[config.mk]
export PLATFORM = sky130hd
export DESIGN_NAME = mode_sequencer_flat
export DESIGN_NICKNAME = d
export VERILOG_FILES = /design/src/rtl/mode_seq_pkg.sv /design/src/rtl/mode_sequencer_if.sv /design/src/rtl/btn_debounce.sv /design/src/rtl/mode_sequencer.sv /design/src/flat_wrapper.sv
export SDC_FILE = /design/constraint.sdc
export NUM_CORES = 1
export LEC_CHECK = 0
export ABC_AREA = 1
export CAP_MARGIN = 20
export CORE_ASPECT_RATIO = 1.25
export CORE_MARGIN = 8
export CORE_UTILIZATION = 55
export DETAILED_ROUTE_END_ITERATION = 16
export PLACE_DENSITY = 0.74
export SLEW_MARGIN = 25
export SYNTH_ARGS = -nofsm -noshare
export SYNTH_HDL_FRONTEND = slang
export SYNTH_SLANG_ARGS = --single-unit
export TNS_END_PERCENT = 30
[constraint.sdc]
create_clock -name clk -period 3.93 [get_ports clk]
set_clock_uncertainty 0.05 [all_clocks]
set_input_delay 0.5895 -clock clk [delete_from_list [all_inputs] [get_ports clk]]
set_output_delay 0.5895 -clock clk [all_outputs]
set_load 0.02 [all_outputs]
[src/rtl/mode_seq_pkg.sv]
// Shared types for the mode sequencer: FSM states, mode width and the mode-advance helper.
package mode_seq_pkg;

  localparam int NUM_MODES = 4;

  typedef logic [1:0] mode_t;

  typedef enum logic [1:0] {
    S_RUN    = 2'd0,
    S_DRAIN  = 2'd1,
    S_SWITCH = 2'd2,
    S_START  = 2'd3
  } state_e;

  // NUM_MODES is a power of two, so the natural 2-bit wrap is the modulo.
  function automatic mode_t next_mode(input mode_t m);
    return m + mode_t'(1);
  endfunction

endpackage

[src/rtl/mode_sequencer_if.sv]
// Button/datapath handshake bundle between the sequencer and its surroundings.
interface mode_sequencer_if;
  import mode_seq_pkg::*;

  logic  select_btn;
  logic  dp_idle;
  mode_t mode;
  logic  dp_stop;
  logic  dp_start;
  logic  busy;
  logic  timeout_flag;
  logic  btn_level;

  modport slave (
    input  select_btn, dp_idle,
    output mode, dp_stop, dp_start, busy, timeout_flag, btn_level
  );

  modport master (
    output select_btn, dp_idle,
    input  mode, dp_stop, dp_start, busy, timeout_flag, btn_level
  );
endinterface

[src/rtl/btn_debounce.sv]
// Two-flop synchronizer, consecutive-sample debouncer and rising-edge pulse for a raw button.
module btn_debounce #(
  parameter int DEBOUNCE_CYCLES = 50000
) (
  input  logic clk,
  input  logic reset,
  input  logic btn_i,
  output logic level_o,
  output logic pulse_o
);

  localparam int CW = (DEBOUNCE_CYCLES > 1) ? $clog2(DEBOUNCE_CYCLES) : 1;
  localparam logic [CW-1:0] CNT_LAST = CW'(DEBOUNCE_CYCLES - 1);

  logic          sync1_q, sync2_q;
  logic          level_q, level_d;
  logic          pulse_q;
  logic [CW-1:0] cnt_q, cnt_d;

  // Count consecutive samples disagreeing with the accepted level; any agreement restarts it.
  always_comb begin
    level_d = level_q;
    cnt_d   = '0;
    if (sync2_q != level_q) begin
      if (cnt_q == CNT_LAST) level_d = sync2_q;
      else                   cnt_d   = cnt_q + CW'(1);
    end
  end

  always_ff @(posedge clk or posedge reset) begin
    if (reset) begin
      sync1_q <= 1'b0;
      sync2_q <= 1'b0;
      level_q <= 1'b0;
      cnt_q   <= '0;
      pulse_q <= 1'b0;
    end else begin
      sync1_q <= btn_i;
      sync2_q <= sync1_q;
      level_q <= level_d;
      cnt_q   <= cnt_d;
      pulse_q <= level_d & ~level_q;
    end
  end

  assign level_o = level_q;
  assign pulse_o = pulse_q;

endmodule

[src/rtl/mode_sequencer.sv]
// Advances the datapath mode on each debounced button press: drain, switch, start strobe.
module mode_sequencer
  import mode_seq_pkg::*;
#(
  parameter int DEBOUNCE_CYCLES = 50000,
  parameter int ACK_TIMEOUT     = 255
) (
  input logic             clk,
  input logic             reset,
  mode_sequencer_if.slave bus
);

  localparam int CW = (ACK_TIMEOUT > 1) ? $clog2(ACK_TIMEOUT) : 1;
  localparam logic [CW-1:0] TO_LAST = CW'(ACK_TIMEOUT - 1);

  logic          sel_pulse;
  logic          btn_level;
  state_e        state_q;
  mode_t         mode_q;
  logic          dp_stop_q, dp_start_q, busy_q, tflag_q;
  logic [CW-1:0] drain_cnt_q;

  btn_debounce #(.DEBOUNCE_CYCLES(DEBOUNCE_CYCLES)) u_btn (
    .clk     (clk),
    .reset   (reset),
    .btn_i   (bus.select_btn),
    .level_o (btn_level),
    .pulse_o (sel_pulse)
  );

  // Outputs are registered alongside the state they belong to; presses outside RUN are dropped.
  always_ff @(posedge clk or posedge reset) begin
    if (reset) begin
      state_q     <= S_RUN;
      mode_q      <= '0;
      dp_stop_q   <= 1'b0;
      dp_start_q  <= 1'b0;
      busy_q      <= 1'b0;
      tflag_q     <= 1'b0;
      drain_cnt_q <= '0;
    end else begin
      dp_start_q <= 1'b0;
      case (state_q)
        S_RUN: begin
          if (sel_pulse) begin
            state_q     <= S_DRAIN;
            dp_stop_q   <= 1'b1;
            busy_q      <= 1'b1;
            drain_cnt_q <= '0;
          end
        end
        S_DRAIN: begin
          // An ack in the final cycle wins over the timeout.
          if (bus.dp_idle) begin
            state_q <= S_SWITCH;
          end else if (drain_cnt_q == TO_LAST) begin
            state_q <= S_SWITCH;
            tflag_q <= 1'b1;
          end else begin
            drain_cnt_q <= drain_cnt_q + CW'(1);
          end
        end
        S_SWITCH: begin
          mode_q     <= next_mode(mode_q);
          dp_stop_q  <= 1'b0;
          dp_start_q <= 1'b1;
          state_q    <= S_START;
        end
        S_START: begin
          busy_q  <= 1'b0;
          state_q <= S_RUN;
        end
        default: state_q <= S_RUN;
      endcase
    end
  end

  assign bus.mode         = mode_q;
  assign bus.dp_stop      = dp_stop_q;
  assign bus.dp_start     = dp_start_q;
  assign bus.busy         = busy_q;
  assign bus.timeout_flag = tflag_q;
  assign bus.btn_level    = btn_level;

endmodule
[src/flat_wrapper.sv]
// flat-port wrapper written by rule: the top's interface ports become plain ports
module mode_sequencer_flat import mode_seq_pkg::*;
#(
  parameter int DEBOUNCE_CYCLES = 50000,
  parameter int ACK_TIMEOUT     = 255
)
  (clk, reset, bus_select_btn, bus_dp_idle, bus_mode, bus_dp_stop, bus_dp_start, bus_busy, bus_timeout_flag, bus_btn_level);
  mode_sequencer_if bus_i ();
  input logic clk;
  input logic reset;
  input wire logic [$bits(bus_i.select_btn)-1:0] bus_select_btn;
  input wire logic [$bits(bus_i.dp_idle)-1:0] bus_dp_idle;
  output wire logic [$bits(bus_i.mode)-1:0] bus_mode;
  output wire logic [$bits(bus_i.dp_stop)-1:0] bus_dp_stop;
  output wire logic [$bits(bus_i.dp_start)-1:0] bus_dp_start;
  output wire logic [$bits(bus_i.busy)-1:0] bus_busy;
  output wire logic [$bits(bus_i.timeout_flag)-1:0] bus_timeout_flag;
  output wire logic [$bits(bus_i.btn_level)-1:0] bus_btn_level;
  assign bus_i.select_btn = bus_select_btn;
  assign bus_i.dp_idle = bus_dp_idle;
  assign bus_mode = bus_i.mode;
  assign bus_dp_stop = bus_i.dp_stop;
  assign bus_dp_start = bus_i.dp_start;
  assign bus_busy = bus_i.busy;
  assign bus_timeout_flag = bus_i.timeout_flag;
  assign bus_btn_level = bus_i.btn_level;
  mode_sequencer #(.DEBOUNCE_CYCLES(DEBOUNCE_CYCLES), .ACK_TIMEOUT(ACK_TIMEOUT)) u_core (.clk(clk), .reset(reset), .bus(bus_i));
endmodule
==> impl_metrics.json <==
{
  "setup_viol": 0,
  "hold_viol_final": 0,
  "ys_top_cells_by_area": "dfrtp_1 (46%), nand2_1 (12%), nor2_1 (9.2%), inv_1 (5.0%), nand3_1 (4.8%)",
  "gr-total-overflow": 0,
  "drt_iter0_markers": 120,
  "cts_setup_buffers": 0,
  "synth_cells": 248,
  "whs_ps": 313,
  "slew_viol_final": 0,
  "fmaxAchievable_mhz": 507,
  "initial_core_util_pct": 57.0,
  "comb_power_share_pct": 3.3,
  "grt_max_degree": 37,
  "routabilityCongestion": 0.889,
  "outcome": "completed",
  "die_h_um": 82.9,
  "drive_gt1_share_pct": 8.27,
  "pin_count": 11,
  "final.min_clock_period_ps": 1970,
  "reg2reg_from": "u_core.state_q[1]$_DFFE_PP0P_",
  "synth_nets": 259,
  "rsz0062_at_grt": "false",
  "seq_power_share_pct": 57.1,
  "antenna_found_initial": 0,
  "grt_usage_pct": 13.7,
  "holdBufCountCts": 0,
  "numCtsBuffers": 5,
  "max_stage_delay_ps": 630,
  "ir_worst_vdd_v": 0.000286,
  "wl_per_cell_um": 12.2,
  "numClockSinks": 36,
  "fin_nets": 276,
  "final_core_util_pct": 63.8,
  "routed_via_density": 5.03,
  "synth_top_area_share_pct": 45.8,
  "insertion_delay_ps": 280,
  "pwr_density_cell_nw_per_um2": 300,
  "critPathSlowestCell": "clkdlybuf4s50_1",
  "worst-path-buf-inv": 1,
  "p_leak_nw": 1.07,
  "wl_um": 3710,
  "startpoint": "u_core.u_btn.level_o$_DFF_PP0_",
  "cts_tree": "built",
  "cp.arrival_ps": 1330,
  "grt_pass1_wl_um": 6570,
  "port_buffers": 10,
  "switching_power_uw": 137,
  "root_buffer": "clkbuf_8",
  "fp.dieW_um": 69.5,
  "synth.avg_cell_area_um2": 7.94,
  "ys_types": 27,
  "tightest_slew_ps": 477,
  "grt_pass1_vias": 1532,
  "core_area_um2": 3450,
  "timing_worst_setup_path_type": "register to output port",
  "yosysSeqAreaShare_pct": 45.8,
  "fp.dieArea_um2": 5760,
  "clkTransAtPathRegs_ps": 60,
  "crit_path_end_kind": "output port",
  "place_hpwl_um": 2770,
  "holdCritStartpoint": "u_core.u_btn.sync1_q$_DFF_PP0_",
  "critPathRequiredTime_ps": 3290,
  "pre_cts_ws_ps": 2200,
  "worst_slack_ps": 1960,
  "clkPwrFrac_pct": 39.5,
  "syn_to_final_growth_pct": 12.0,
  "clockBufferDepth": 2,
  "hold_class": "register to register",
  "yosys_warnings": 0,
  "cts_max_level": 2,
  "placedCellCount": 297,
  "instances_no_fill": 305,
  "firstDrtPassIters": 4,
  "crit_family": "buffers and inverters",
  "cp_max_fo": 4,
  "ant_nets": 0,
  "cts_resized": 0,
  "cap_violations": 0,
  "drcViolationCount": 0,
  "ys_seq_elements": 36,
  "synth_area_leader_cell": "dfrtp_1",
  "p_sw_share_pct": 20.7,
  "relSlewSlack_pct": 68.2,
  "fin_crit_sh_pct": 50.2,
  "n_antenna_cell": 0,
  "synth_area_um2": 1970,
  "path_cells": "clkdlybuf4s50_1",
  "vias": 1535,
  "tns_ps": 0,
  "rows": 24,
  "cp-start-kind": "register",
  "p_int_uw": 524
}
## metal layers
layer / GRT usage, % / vias to the layer above / wire [µm]
met3: 3.69 / 4 / 85
met2: 25.3 / 12 / 2010
li1: - / 801 / -
met4: 5.05 / 0 / 42
met5: 0 / - / 0
met1: 14.1 / 718 / 1570
## power by group through the flow
stage | registers [mW] | logic (mW) | clock network [mW]
6_report | 0.378 | 0.0219 | 0.261
2_1_floorplan | 0.384 | 0.0148 | 0
5_1_grt | 0.377 | 0.0254 | 0.285
3_3_place_gp | 0.384 | 0.0223 | 0
3_5_place_dp | 0.384 | 0.0226 | 0
4_1_cts | 0.377 | 0.0227 | 0.273
## path summary, 6_finish.rpt
| kind | slack, ps | to | cells past startpoint |
|---|---|---|---|
| min reg2reg | 310 | u_core.u_btn.sync2_q$_DFF_PP0_ | 0 |
| min | 310 | u_core.u_btn.sync2_q$_DFF_PP0_ | 0 |
| min in group asynchronous | 660 | u_core.u_btn.level_o$_DFF_PP0_ | 3 |
| max reg2reg | 2170 | u_core.drain_cnt_q[5]$_DFFE_PP0P_ | 8 |
| max | 1960 | bus_btn_level | 1 |
| max in group asynchronous | 2860 | u_core.u_btn.cnt_q[14]$_DFF_PP0_ | 3 |
## through the flow
| stage | power, mW | area, µm² |
|---|---|---|
| 2_1_floorplan | 0.398 | 1970 |
| 3_3_place_gp | 0.406 | 2110 |
| 3_5_place_dp | 0.407 | 2110 |
| 4_1_cts | 0.673 | 2200 |
| 5_1_grt | 0.688 | 2200 |
| 6_report | 0.661 | 2200 |
## sequential cells by signal, indices dropped and copies added, names as in the netlist
| register | count |
|---|---|
| u_core.u_btn.cnt_q | 16 |
| u_core.drain_cnt_q | 8 |
| u_core.bus.mode | 2 |
| u_core.state_q | 2 |
| u_core.bus.busy | 1 |
| u_core.bus.dp_start | 1 |
| u_core.bus.dp_stop | 1 |
| u_core.bus.timeout_flag | 1 |
| u_core.u_btn.level_o | 1 |
| u_core.u_btn.pulse_o | 1 |
| u_core.u_btn.sync1_q | 1 |
| u_core.u_btn.sync2_q | 1 |
## layout by cell type, fill, tap and decap left out, types with 2 or more instances in the layout
cell type and instances:
nor2_1 48, clkbuf_1 2, o21ai_1 2, clkdlybuf4s50_1 10
nand4_1 2, xnor2_1 2, dfrtp_1 36, xor2_1 8
inv_1 26, nand2_2 3, ha_1 7, nor3_1 4
nand2_4 3, o21bai_1 4, nand3_2 2, a21oi_1 3
nand2_1 65, nand3_1 19, clkbuf_8 6, o21ai_0 4
## area by class of cell
cell class / count / area, µm²
inverters: 28 / 108
well taps: 39 / 48.8
multi-input cells: 183 / 948
repair buffers: 11 / 108
fillers: 291 / 1250
flip-flops and latches: 36 / 901
clock buffers: 8 / 90.1
## Yosys cell counts
cell type / n
inv_1: 26
nand3_2: 2
nand2_2: 3
dfrtp_1: 36
nand2_1: 65
buf_6: 1
inv_2: 1
nand4_1: 2
nand3b_1: 1
xnor2_1: 2
ha_1: 7
inv_4: 1
nor3_1: 4
xor2_1: 8
a21oi_2: 1
nor2_2: 1
xor2_2: 1
a21oi_1: 3
nand2_4: 3
o21bai_1: 4
a21oi_4: 1
or2_1: 1
o21ai_1: 2
o21ai_0: 4
nor2_1: 48
nor3b_2: 1
nand3_1: 19
## kinds of logic after synthesis
| group | synth area share [%] |
|---|---|
| adder cells (fa/ha/maj) | 4.45 |
| AND/OR/NAND/NOR | 33.4 |
| AO/OA/AOI/OAI | 5.09 |
| XOR/XNOR | 5.28 |
| flip-flops | 45.8 |
| buffers and inverters | 6.04 |
(Power assumes the default switching activity.)
